[config.mk]
export PLATFORM = sky130hd
export DESIGN_NAME = proc_clk_ctrl_flat
export DESIGN_NICKNAME = d
export VERILOG_FILES = /design/src/rtl/proc_clk_ctrl_if.sv /design/src/rtl/proc_clk_ctrl.sv /design/src/flat_wrapper.sv
export SDC_FILE = /design/constraint.sdc
export NUM_CORES = 1
export LEC_CHECK = 0
export ABC_AREA = 1
export BUFFER_PORTS_ARGS = -buffer_cell sky130_fd_sc_hd__buf_2
export CORE_MARGIN = 5
export CORE_UTILIZATION = 25
export CTS_CLUSTER_DIAMETER = 120
export DETAILED_ROUTE_END_ITERATION = 16
export PLACE_DENSITY = 0.46
export SLEW_MARGIN = 25
export SYNTH_ARGS = -nofsm -noshare
export SYNTH_HDL_FRONTEND = slang
export SYNTH_SLANG_ARGS = --single-unit
[constraint.sdc]
create_clock -name CLK_50 -period 4.55 [get_ports CLK_50]
set_input_delay 1.1375 -clock CLK_50 [delete_from_list [all_inputs] [get_ports CLK_50]]
set_output_delay 1.1375 -clock CLK_50 [all_outputs]
set_load 0.01 [all_outputs]
[src/rtl/proc_clk_ctrl_if.sv]
// Run-control bundle between the system side and the processor clock controller.
// Latency: none (signal bundle only).
// Backpressure: none; all signals are level/pulse qualified every cycle.
//
// Ports (system side drives the controls, controller drives the status):
//   MODE[1:0]       run-mode select: 00 HALT, 01 RUN, 10 STEP, 11 HALT
//   RATE_SEL[2:0]   RUN tick rate, 0 = 10 MHz ... 7 = 1 Hz
//   STEP_BTN        raw asynchronous single-step pushbutton, active-high
//   HALT_REQ        processor halt request
//   CPU_EN          one-cycle clock-enable to the processor datapath
//   STATE[1:0]      controller state: 00 HALTED, 01 RUNNING, 10 STEPPING, 11 HALT_LOCK
//   CYCLE_CNT[15:0] number of CPU_EN pulses issued (wraps)
interface proc_clk_ctrl_if;
    logic [1:0]  MODE;
    logic [2:0]  RATE_SEL;
    logic        STEP_BTN;
    logic        HALT_REQ;
    logic        CPU_EN;
    logic [1:0]  STATE;
    logic [15:0] CYCLE_CNT;

    modport master (
        output MODE, RATE_SEL, STEP_BTN, HALT_REQ,
        input  CPU_EN, STATE, CYCLE_CNT
    );

    modport slave (
        input  MODE, RATE_SEL, STEP_BTN, HALT_REQ,
        output CPU_EN, STATE, CYCLE_CNT
    );
endinterface

[src/rtl/proc_clk_ctrl.sv]
// Processor clock controller: decade prescaler, debounced single-step, run/step/halt FSM.
// Latency: CPU_EN one cycle after the selected tick (RUN) or after the step pulse (STEP).
// Backpressure: none; HALT_REQ suppresses the enable in the same cycle it is sampled.
//
// Ports:
//   CLK_50  sole clock, all flops update on its rising edge
//   RST     synchronous active-high reset
//   bus     proc_clk_ctrl_if.slave (MODE, RATE_SEL, STEP_BTN, HALT_REQ in;
//           CPU_EN, STATE, CYCLE_CNT out, all registered)
module proc_clk_ctrl #(
    parameter int FIRST_DIV       = 5,
    parameter int DECADE          = 10,
    parameter int DEBOUNCE_CYCLES = 500000
) (
    input  logic           CLK_50,
    input  logic           RST,
    proc_clk_ctrl_if.slave bus
);
    localparam int W0 = (FIRST_DIV > 1) ? $clog2(FIRST_DIV) : 1;
    localparam int WD = (DECADE > 1) ? $clog2(DECADE) : 1;
    localparam int WB = $clog2(DEBOUNCE_CYCLES + 1);

    localparam logic [W0-1:0] FIRST_TC  = W0'(FIRST_DIV - 1);
    localparam logic [WD-1:0] DECADE_TC = WD'(DECADE - 1);
    localparam logic [WB-1:0] DB_LAST   = WB'(DEBOUNCE_CYCLES - 1);

    localparam logic [1:0] MODE_RUN  = 2'b01;
    localparam logic [1:0] MODE_STEP = 2'b10;

    typedef enum logic [1:0] {
        ST_HALTED    = 2'b00,
        ST_RUNNING   = 2'b01,
        ST_STEPPING  = 2'b10,
        ST_HALT_LOCK = 2'b11
    } state_t;

    // Prescaler: stage 0 divides by FIRST_DIV, stages 1..7 by DECADE.
    logic [W0-1:0]       pre0_q, pre0_d;
    logic [6:0][WD-1:0]  dec_q, dec_d;
    logic [7:0]          tc;
    logic [7:0]          tick;
    logic                tick_sel;

    // Step button path.
    logic                sync1_q, sync1_d;
    logic                sync2_q, sync2_d;
    logic                db_lvl_q, db_lvl_d;
    logic [WB-1:0]       db_cnt_q, db_cnt_d;
    logic                step_pulse_q, step_pulse_d;

    // Run-control FSM and outputs.
    state_t              state_q, state_d;
    logic                cpu_en_q, cpu_en_d;
    logic [15:0]         cyc_cnt_q, cyc_cnt_d;

    // tick[k] fires when every stage 0..k sits at terminal count, so its
    // period is FIRST_DIV * DECADE^k.
    always_comb begin
        logic acc;
        tc[0] = (pre0_q == FIRST_TC);
        for (int k = 1; k < 8; k++) begin
            tc[k] = (dec_q[k-1] == DECADE_TC);
        end
        acc = 1'b1;
        for (int k = 0; k < 8; k++) begin
            acc     = acc & tc[k];
            tick[k] = acc;
        end
    end

    // Free-running chain; a RATE_SEL change never disturbs it.
    always_comb begin
        pre0_d = tick[0] ? '0 : pre0_q + 1'b1;
        for (int k = 0; k < 7; k++) begin
            dec_d[k] = dec_q[k];
            if (tick[k]) begin
                dec_d[k] = tc[k+1] ? '0 : dec_q[k] + 1'b1;
            end
        end
    end

    assign tick_sel = tick[bus.RATE_SEL];

    // Two-flop synchronizer, then a run-length debounce: the level follows
    // the synchronized input only after DEBOUNCE_CYCLES consecutive
    // disagreeing cycles; any agreeing cycle restarts the count.
    always_comb begin
        sync1_d      = bus.STEP_BTN;
        sync2_d      = sync1_q;
        db_lvl_d     = db_lvl_q;
        db_cnt_d     = '0;
        step_pulse_d = 1'b0;
        if (sync2_q != db_lvl_q) begin
            if (db_cnt_q == DB_LAST) begin
                db_lvl_d     = sync2_q;
                step_pulse_d = sync2_q;   // rising edge of the debounced level only
            end else begin
                db_cnt_d = db_cnt_q + 1'b1;
            end
        end
    end

    // CPU_EN is registered: it is decided here and appears the next cycle,
    // which is why STEPPING is entered with cpu_en_d already set.
    always_comb begin
        state_d   = state_q;
        cpu_en_d  = 1'b0;
        cyc_cnt_d = cyc_cnt_q + {15'd0, cpu_en_q};
        case (state_q)
            ST_HALTED: begin
                if (bus.MODE == MODE_RUN) begin
                    state_d = ST_RUNNING;
                end else if ((bus.MODE == MODE_STEP) && step_pulse_q) begin
                    state_d  = ST_STEPPING;
                    cpu_en_d = 1'b1;
                end
            end
            ST_RUNNING: begin
                // A halt request swallows a coincident tick.
                if (bus.HALT_REQ) begin
                    state_d = ST_HALT_LOCK;
                end else begin
                    cpu_en_d = tick_sel;
                    if (bus.MODE != MODE_RUN) begin
                        state_d = ST_HALTED;
                    end
                end
            end
            ST_STEPPING: begin
                state_d = ST_HALTED;
            end
            ST_HALT_LOCK: begin
                // Only a HALT selection (00, or 11 which aliases it) releases the lock.
                if ((bus.MODE == 2'b00) || (bus.MODE == 2'b11)) begin
                    state_d = ST_HALTED;
                end
            end
            default: begin
                state_d = ST_HALTED;
            end
        endcase
    end

    always_ff @(posedge CLK_50) begin
        if (RST) begin
            pre0_q       <= '0;
            dec_q        <= '0;
            sync1_q      <= 1'b0;
            sync2_q      <= 1'b0;
            db_lvl_q     <= 1'b0;
            db_cnt_q     <= '0;
            step_pulse_q <= 1'b0;
            state_q      <= ST_HALTED;
            cpu_en_q     <= 1'b0;
            cyc_cnt_q    <= '0;
        end else begin
            pre0_q       <= pre0_d;
            dec_q        <= dec_d;
            sync1_q      <= sync1_d;
            sync2_q      <= sync2_d;
            db_lvl_q     <= db_lvl_d;
            db_cnt_q     <= db_cnt_d;
            step_pulse_q <= step_pulse_d;
            state_q      <= state_d;
            cpu_en_q     <= cpu_en_d;
            cyc_cnt_q    <= cyc_cnt_d;
        end
    end

    assign bus.CPU_EN    = cpu_en_q;
    assign bus.STATE     = state_q;
    assign bus.CYCLE_CNT = cyc_cnt_q;

endmodule

[src/flat_wrapper.sv]
// flat-port wrapper written by rule: the top's interface ports become plain ports
module proc_clk_ctrl_flat 
#(
    parameter int FIRST_DIV       = 5,
    parameter int DECADE          = 10,
    parameter int DEBOUNCE_CYCLES = 500000
)
  (CLK_50, RST, bus_MODE, bus_RATE_SEL, bus_STEP_BTN, bus_HALT_REQ, bus_CPU_EN, bus_STATE, bus_CYCLE_CNT);
  proc_clk_ctrl_if bus_i ();
  input  logic CLK_50;
  input  logic RST;
  input wire logic [$bits(bus_i.MODE)-1:0] bus_MODE;
  input wire logic [$bits(bus_i.RATE_SEL)-1:0] bus_RATE_SEL;
  input wire logic [$bits(bus_i.STEP_BTN)-1:0] bus_STEP_BTN;
  input wire logic [$bits(bus_i.HALT_REQ)-1:0] bus_HALT_REQ;
  output wire logic [$bits(bus_i.CPU_EN)-1:0] bus_CPU_EN;
  output wire logic [$bits(bus_i.STATE)-1:0] bus_STATE;
  output wire logic [$bits(bus_i.CYCLE_CNT)-1:0] bus_CYCLE_CNT;
  assign bus_i.MODE = bus_MODE;
  assign bus_i.RATE_SEL = bus_RATE_SEL;
  assign bus_i.STEP_BTN = bus_STEP_BTN;
  assign bus_i.HALT_REQ = bus_HALT_REQ;
  assign bus_CPU_EN = bus_i.CPU_EN;
  assign bus_STATE = bus_i.STATE;
  assign bus_CYCLE_CNT = bus_i.CYCLE_CNT;
  proc_clk_ctrl #(.FIRST_DIV(FIRST_DIV), .DECADE(DECADE), .DEBOUNCE_CYCLES(DEBOUNCE_CYCLES)) u_core (.CLK_50(CLK_50), .RST(RST), .bus(bus_i));
endmodule
==> impl_metrics.ini, run 1 <==
[logic_synthesis]
ys_ff_latch = 73
synth_edf_count = 0
yosysTopAreaCell = dfxtp_1
synth_nets = 475
syn_area_mm2 = 0.00348
synth_top_area_share_pct = 42.0
seq_area_frac_synth_pct = 42.0
avgSynthCellArea_um2 = 7.59
async_flop_share_pct = 0
synth_cell_types = 39
ys_top_cells_by_area = dfxtp_1, nand2_1, inv_1, nor2_1, a21oi_1
synth_top_flop_cell = dfxtp_1
synthCells = 459
ys_warn_count = 0

[global_routing]
grt_pass1_wl_um = 12500
first_global_vias = 2714
grtUsageTotal_pct = 9.50
grt_start_max_net_pins = 29
antenna_found_initial = 0
grt.overflow.total = 0

[worst_setup_path]
cp.arrival_ps = 2920
reg2reg_from = u_core.bus.CPU_EN
r2r-end = u_core.bus.CYCLE_CNT[14]
r2r_cells = 10
cp.required_ps = 4790
reg2reg_slack_ps = 2580
slowest_stage = nand3_1
start_kind = input port
path_cells = buf_2 -> inv_1 -> nand3_1 -> nor3b_1
crit_end = u_core.db_cnt_q[12]
slowest_delay_ps = 710
startpoint = RST
worst-path-max-fanout = 25
end_kind = flop
crit_type = in -> reg

[layout]
finalNetCount = 508
final_cell_area_mm2 = 0.00414
diodes = 0
fill_cells = 1492
area_delta_synth_final_pct = 18.8
drive_gt1_share_pct = 16.1
mostFrequentLayoutCells = nand2_1, dfxtp_1, inv_1
stdcell_count = 677
utilization_pct = 30.0

[pwr]
p_switching_uw = 327
clkPwrFrac_pct = 50.5
cellInternalPower_mw = 1.16
power_density_mw_per_mm2 = 358
peakVddDrop_mv = 0.173
power_leakage_nw = 1.63
seq_power_share_pct = 44.5
switching_share_pct = 22.0
combPwrFrac_pct = 5.0

[route]
ant_nets = 0
drtIter0Drc = 127
drt-total-wl_um = 7170
drc = 0
vias = 2881
wl_per_cell_um = 10.6
viasPerCell = 4.26
firstDrtPassIters = 4

[die]
rows = 43
die_area_mm2 = 0.0164
initial_core_util_pct = 25.3
placeableCoreArea_mm2 = 0.0138
die_h_um = 128
ios = 28
dieWidth_um = 128

[timing]
finClkSkew_ps = 7.57
rsz0062_at_grt = no
finalSetupViolCount = 0
tns_ps = 0
fin_crit_sh_pct = 59.0
maxSlewViolCount = 0
max_freq_mhz = 372
min_period_ps = 2690
hold_violations = 0
worst_pin_slew_ps = 848
slew_headroom_pct = 43.4

[cts]
cts_hold_buf = 0
cts_tree = done
clk_path_buf_depth = 2
path_clk_slew_ps = 60
clock_latency_ps = 330
cts_resized = 0
cts.sinks = 73
postCtsSetupRepairBufs = 0
htreeDepth = 3
clockRootBuffer = clkbuf_16
cts_made_buffers = 9

[place]
place_area_mm2 = 0.00383
gp_congestion = 0.742
place_hpwl_um = 5250
portBuffers = 27
numPlacedInstances = 661

[outcome]
status = complete, no violations

[min_path]
hp-class = reg -> reg

[job]
maxCapViolCount = 0
==> critical path, delay by kind of cell <==
kind                   cells  cell delay, ps
and+or+nand+nor            2            1060
buffers and inverters      2             710
==> registers in the layout, summed over array words and instances (netlist names), 2 cells and up <==
name                  cells
u_core.bus.CYCLE_CNT     16
u_core.bus.STATE          2
u_core.db_cnt_q          19
u_core.dec_q             28
u_core.pre0_q             3
==> layout make-up <==
type | count | area [um^2] | share of cell area, %
multi-input cells | 308 | 1720 | 41.6
inverters | 72 | 275 | 6.65
well taps | 180 | 225 | 5.44
clock buffers | 11 | 233 | 5.62
flip-flops and latches | 73 | 1460 | 35.3
repair buffers | 28 | 143 | 3.45
clock inverters | 5 | 78.8 | 1.91
==> cell usage after synthesis, drive strengths merged (2+ instances only) <==
cell	n
a21oi	33
nand4	5
ha	7
nor2	70
inv	71
xnor2	8
clkbuf	3
a31oi	3
o211ai	2
dfxtp	73
xor2	11
nand3	29
nor3	23
nor3b	4
nand3b	3
nor4	3
o21ai	21
or2	2
buf	3
nand2	80
==> power by group through the flow <==
stage	registers (mW)	logic (mW)	clock network, mW
after floorplan	0.674	0.0487	0
after CTS	0.659	0.0757	0.778
after global placement	0.673	0.0738	0
after global routing	0.660	0.0870	0.804
after detailed placement	0.673	0.0751	0
final	0.659	0.0749	0.749
==> routing by layer <==
| metal | vias to the layer above | global-route usage, % | share of wire (%) |
|---|---|---|---|
| met5 | - | 0 | 0 |
| met4 | 0 | 4.00 | 1.7 |
| met3 | 9 | 3.25 | 4.5 |
| met2 | 34 | 13.8 | 42 |
| met1 | 1292 | 12.8 | 52 |
| li1 | 1546 | - | - |
==> cell families after synthesis <==
group                      synth area share [%]
AOI/OAI and AO/OA                          10.3
xor gates and xnor gates                   4.78
adders and majority gates                  2.51
buffers and inverters                      8.62
DFF                                        42.0
and+or+nand+nor                            31.8
==> through the flow <==
stage                     total power, mW  setup WS (ps)  hold slack, ps
after floorplan                     0.723           2530             388
after global placement              0.747           1470             397
after detailed placement            0.748           1420             401
after CTS                            1.51           1770             409
after global routing                 1.55           1580             446
final                                1.48           1860             406
==> worst min path at each step <==
stage	start	endpoint	slack, ps	cells after the start
after global routing	u_core.sync1_q	u_core.sync2_q	450	2
after detailed placement	u_core.sync1_q	u_core.sync2_q	400	2
after floorplan	u_core.sync1_q	u_core.sync2_q	390	2
after global placement	u_core.sync1_q	u_core.sync2_q	400	2
after CTS	u_core.sync1_q	u_core.sync2_q	410	2
final	u_core.sync1_q	u_core.sync2_q	410	2
No activity file was read; power rests on OpenSTA's default activity.
==> inputs of run 2 (changes only) <==
--- a/config.mk
+++ b/config.mk
@@ -11,7 +11,7 @@
 export CORE_UTILIZATION = 25
 export CTS_CLUSTER_DIAMETER = 120
 export DETAILED_ROUTE_END_ITERATION = 16
-export PLACE_DENSITY = 0.46
+export PLACE_DENSITY = 0.47
 export SLEW_MARGIN = 25
 export SYNTH_ARGS = -nofsm -noshare
 export SYNTH_HDL_FRONTEND = slang
==> constraint.sdc (replaced) <==
create_clock -name CLK_50 -period 2.4 [get_ports CLK_50]
set_input_delay 0.6 -clock CLK_50 [delete_from_list [all_inputs] [get_ports CLK_50]]
set_output_delay 0.6 -clock CLK_50 [all_outputs]
set_load 0.01 [all_outputs]
==> run 2 against run 1 <==
Effect of this change:
- core utilization up 0.091 points
- non-clock buffer count up 2
- via count about the same
- count of clock-buffer cells in the layout down 2
- global-route usage up 0.13 points
- worst setup slack worse by 1300 ps
- critical path depth up 6
- sequential cell count unchanged
- hold slack better by 16 ps
- combinational power up 99%
==> impl_metrics.ini, run 2 (synthesis results as in run 1) <==
[layout]
final_cell_area_mm2 = 0.00415
drive_gt1_share_pct = 16.8
multi_input_area_mm2 = 0.00172
finalNetCount = 510
utilization_pct = 30.1
stdcell_count = 679
area_delta_synth_final_pct = 19.1
regArea_mm2 = 0.00146
largest_reg_flops = 28
top_register = u_core.dec_q
fill_cells = 1492
mostFrequentLayoutCells = nand2_1, dfxtp_1, inv_1
diodes = 0

[die]
placeableCoreArea_mm2 = 0.0138
dieWidth_um = 128
initial_core_util_pct = 25.3
die_h_um = 128
rows = 43
die_area_mm2 = 0.0164
ios = 28

[worst_setup_path]
worst-path-max-fanout = 3
crit_buf_inv = 0
slowest_stage = dfxtp_1
cp_top_family = simple AND/OR/NAND/NOR gates
crit_type = reg -> reg
path_cells = ha_1 -> ha_1 -> nand3_1 -> nor2_1 -> nand2_1 -> nor2_1 -> nand3_1 -> nor3_1 -> xor2_1 -> nor2_1
end_kind = flop
slowest_delay_ps = 330
cp.arrival_ps = 2060
cp.required_ps = 2620
crit_top_cell = nor2_1
start_kind = flop

[timing]
tns_ps = 0
min_period_ps = 1850
fin_crit_sh_pct = 76.9
worst_pin_slew_ps = 434
hold_violations = 0
max_freq_mhz = 542
finClkSkew_ps = 5.71
rsz0062_at_grt = no
slew_headroom_pct = 71.1
maxSlewViolCount = 0
hold_ws_ps = 422
finalSetupViolCount = 0

[route]
firstDrtPassIters = 6
wl_per_cell_um = 10.7
ant_nets = 0
drtIter0Drc = 211
drc = 0
viasPerCell = 4.24
drt-total-wl_um = 7250
vias = 2882

[outcome]
status = complete, no violations

[cts]
cts_hold_buf = 0
htreeDepth = 3
postCtsSetupRepairBufs = 0
cts_made_buffers = 9
cts_tree = done
path_clk_slew_ps = 60
clk_path_buf_depth = 2
clock_latency_ps = 330
cts.sinks = 73
clockRootBuffer = clkbuf_16
cts_resized = 0

[pwr]
seq_power_share_pct = 45.8
power_density_mw_per_mm2 = 658
combPwrFrac_pct = 5.4
cellInternalPower_mw = 2.09
power_leakage_nw = 1.64
switching_share_pct = 23.5
p_switching_uw = 641
peakVddDrop_mv = 0.279
clkPwrFrac_pct = 48.8

[place]
numPlacedInstances = 663
portBuffers = 27
place_hpwl_um = 5380
place_area_mm2 = 0.00385
gp_congestion = 0.762

[min_path]
hp-class = reg -> reg

[global_routing]
grt.overflow.total = 0
grt_pass1_wl_um = 12800
grt_start_max_net_pins = 29
grtUsageTotal_pct = 9.63
first_global_vias = 2804
antenna_found_initial = 0

[job]
maxCapViolCount = 0
run 2: per-layer routing:
layer  vias to the layer above  GRT usage, %  share of wire [%]
met2                        35          14.7                 45
met3                        11          3.38                4.3
met1                      1294          12.3                 49
met5                         -             0                  0
met4                         0          4.06                1.6
li1                       1542             -                  -
run 2: power groups by stage:
stage          sequential [mW]  clock, mW  combinational [mW]
2_1_floorplan             1.28          0              0.0923
3_3_place_gp              1.27          0               0.147
3_5_place_dp              1.28          0               0.153
4_1_cts                   1.25       1.38               0.153
5_1_grt                   1.25       1.42               0.178
6_report                  1.25       1.33               0.149
run 2: worst paths after layout:
| path | to | cells after the start | startpoint | slack (ps) |
|---|---|---|---|---|
| max | u_core.bus.CYCLE_CNT[14] | 10 | u_core.bus.CPU_EN | 550 |
| min | u_core.sync2_q | 2 | u_core.sync1_q | 420 |
| max reg2reg | u_core.bus.CYCLE_CNT[14] | 10 | u_core.bus.CPU_EN | 550 |
| min reg2reg | u_core.sync2_q | 2 | u_core.sync1_q | 420 |
run 2: worst min-delay path, delay by kind of cell, from the launching register on:
kind	cells	cell delay (ps)
DFF	1	290
buffers and inverters	1	50
and+or+nand+nor	1	40
run 2: through the flow:
stage          setup WS, ps  total power, mW
2_1_floorplan           655             1.37
3_3_place_gp            562             1.42
3_5_place_dp            535             1.43
4_1_cts                 529             2.78
5_1_grt                 299             2.85
6_report                553             2.73
run 2: cell type report:
cell class / instances / area share (%)
Timing Repair Buffer: 30 / 4.10
Clock buffer: 9 / 5.43
Tap cell: 180 / 5.43
Sequential cell: 73 / 35.2
Multi-Input combinational cell: 308 / 41.5
Clock inverter: 7 / 1.72
Inverter: 72 / 6.63
==> inputs of run 3 (changes only) <==
--- a/config.mk
+++ b/config.mk
@@ -5,13 +5,13 @@
 export SDC_FILE = /design/constraint.sdc
 export NUM_CORES = 1
 export LEC_CHECK = 0
-export ABC_AREA = 1
+export ABC_AREA = 0
 export BUFFER_PORTS_ARGS = -buffer_cell sky130_fd_sc_hd__buf_2
 export CORE_MARGIN = 5
 export CORE_UTILIZATION = 25
 export CTS_CLUSTER_DIAMETER = 120
 export DETAILED_ROUTE_END_ITERATION = 16
-export PLACE_DENSITY = 0.47
+export PLACE_DENSITY = 0.46
 export SLEW_MARGIN = 25
 export SYNTH_ARGS = -nofsm -noshare
 export SYNTH_HDL_FRONTEND = slang
==> constraint.sdc (replaced) <==
create_clock -name CLK_50 -period 1.8 [get_ports CLK_50]
set_input_delay 0.45 -clock CLK_50 [delete_from_list [all_inputs] [get_ports CLK_50]]
set_output_delay 0.45 -clock CLK_50 [all_outputs]
set_load 0.01 [all_outputs]
==> run 3 against run 2 <==
Effect of this change:
- cell area up 0.63%
- sequential share of layout area down 0.22 points
- clock skew about the same
- fmax up 14%
==> impl_metrics.ini, run 3 <==
[outcome]
status = complete, no violations

[timing]
hold_violations = 0
worst_pin_slew_ps = 428
slew_headroom_pct = 71.5
finalSetupViolCount = 0
setup_ws_ps = 180
min_period_ps = 1620
maxSlewViolCount = 0
finClkSkew_ps = 5.59
rsz0062_at_grt = no
hold_ws_ps = 334
fin_crit_sh_pct = 90.0
max_freq_mhz = 617

[logic_synthesis]
synth_nets = 405
post-synth-top-count-cell = dfxtp_1
synth_top_flop_cell = dfxtp_1
synthAdderAreaFrac_pct = 2.55
seq_area_frac_synth_pct = 42.6
synth_top_family_by_area = simple AND/OR/NAND/NOR gates
synthXorXnorAreaFrac_pct = 11.0
ys_warn_count = 0
async_flop_share_pct = 0
synthMuxAreaShare_pct = 1.46
synth_edf_count = 0
yosysTopAreaCell = dfxtp_1
ys_top_cells_by_area = dfxtp_1, nor2_1, xnor2_1, xor2_1, nand3_1
synth_top_area_share_pct = 42.6
synth_cell_types = 46
yosys.area_share.simple_pct = 31.0
synthTopCellsByCount = dfxtp_1, nor2_1, xnor2_1
synthCells = 389
syn_area_mm2 = 0.00343
ys_ff_latch = 73
synth-compound-area-share_pct = 7.48
avgSynthCellArea_um2 = 8.82

[global_routing]
first_global_vias = 2636
grt_pass1_wl_um = 12200
grtUsageTotal_pct = 9.14
grt.overflow.total = 0
grt_start_max_net_pins = 39
antenna_found_initial = 0

[cts]
cts_hold_buf = 0
clk_path_buf_depth = 2
clockRootBuffer = clkbuf_16
htreeDepth = 3
clock_latency_ps = 330
cts.sinks = 73
cts_tree = done
path_clk_slew_ps = 60
cts_made_buffers = 9

[worst_setup_path]
slowest_stage = dfxtp_1
cp.required_ps = 2000
worst-path-max-fanout = 6
end_kind = flop
reg2reg_slack_ps = 180
cp.arrival_ps = 1820
crit_type = reg -> reg
r2r-end = u_core.dec_q[11]
reg2reg_from = u_core.pre0_q[0]
slowest_delay_ps = 350
start_kind = flop
r2r_cells = 7
path_cells = inv_1 -> ha_1 -> and2_2 -> and3_1 -> and4b_1 -> o21ai_0 -> a21oi_1

[min_path]
min-delay-start = bus_STEP_BTN
min_delay_path_depth = 2
hp-class = in -> reg
holdPathEnd = u_core.sync1_q

[place]
portBuffers = 27
place_hpwl_um = 4830
numPlacedInstances = 591
dp_slack_ps = -1.44
gp_congestion = 0.756

[layout]
stdcell_count = 607
final_common_cell = dfxtp_1
utilization_pct = 31.3
finalNetCount = 442
diodes = 0
top_register = u_core.dec_q
area_delta_synth_final_pct = 21.7
largest_reg_flops = 28
mostFrequentLayoutCells = dfxtp_1, nor2_1, buf_2
drive_gt1_share_pct = 16.0

[route]
viasPerCell = 4.43
drc = 0
wl_per_cell_um = 11.2
drt-total-wl_um = 6800
ant_nets = 0
firstDrtPassIters = 4
drtIter0Drc = 100
vias = 2690

[die]
dieWidth_um = 127
die_area_mm2 = 0.0162
initial_core_util_pct = 25.7
placeableCoreArea_mm2 = 0.0133
ios = 28
die_h_um = 127
rows = 42

[pwr]
power_leakage_nw = 1.52
power_density_mw_per_mm2 = 939
peakVddDrop_mv = 0.341
finalPower_mw = 3.92

[job]
maxCapViolCount = 0
## run 3: worst max-delay path: cells and delay by family, from the launching register on
kind	cells	cell delay, ps
compound gates	2	220
buf+inv	1	50
simple gates	3	690
fa+ha+maj	1	190
flops	1	350
## run 3: how the worst max path moves through the flow
stage,from,endpoint,slack [ps],cells past startpoint
after floorplan,u_core.pre0_q[0],u_core.dec_q[25],140,8
after global placement,bus_MODE[0],u_core.bus.CPU_EN,5,7
after detailed placement,bus_MODE[0],u_core.bus.CPU_EN,-1,7
after CTS,u_core.pre0_q[0],u_core.bus.CPU_EN,80,8
after global routing,u_core.bus.CPU_EN,u_core.bus.CYCLE_CNT[12],10,6
final,u_core.pre0_q[0],u_core.dec_q[11],180,7
## run 3: layout make-up
class | instances | area, um^2
fill | 1431 | 9170
multi-input combinational | 284 | 1830
sequential | 73 | 1460
clock buffer | 9 | 225
tap | 176 | 220
timing repair buffer | 38 | 218
clock inverter | 7 | 143
inverter | 20 | 75.1
## run 3: routing by layer
| metal | global-route usage (%) | vias up | share of wire [%] |
|---|---|---|---|
| li1 | - | 1403 | - |
| met1 | 11.5 | 1239 | 49 |
| met2 | 14.6 | 36 | 46 |
| met3 | 1.88 | 12 | 3.1 |
| met4 | 4.92 | 0 | 2.5 |
| met5 | 0 | - | 0 |
## run 3: power breakdown
part	switching, mW	internal (mW)	leakage [nW]
registers	0.0102	1.63	0.589
clock network	0.700	1.50	0.180
logic	0.0532	0.0336	0.755
## run 3: cell families after synthesis
group,after synthesis
AO/OA/AOI/OAI,46
XOR/XNOR,43
adder cells (fa/ha/maj),7
buffers and inverters,32
flip-flops,73
multiplexers,5
AND/OR/NAND/NOR,183
## run 3: timing repair
item / in CTS / in global routing
setup endpoints to repair: 0 / 9
gates resized for setup: 0 / 1
buffers inserted: 0 / 0
## run 3: per-stage QoR
step / cell area, um^2 / setup TNS [ps]
after floorplan: 3430 / 0
after global placement: 3810 / 0
after detailed placement: 3810 / -1.44
after CTS: 4180 / 0
after global routing: 4180 / 0
final: 4180 / 0
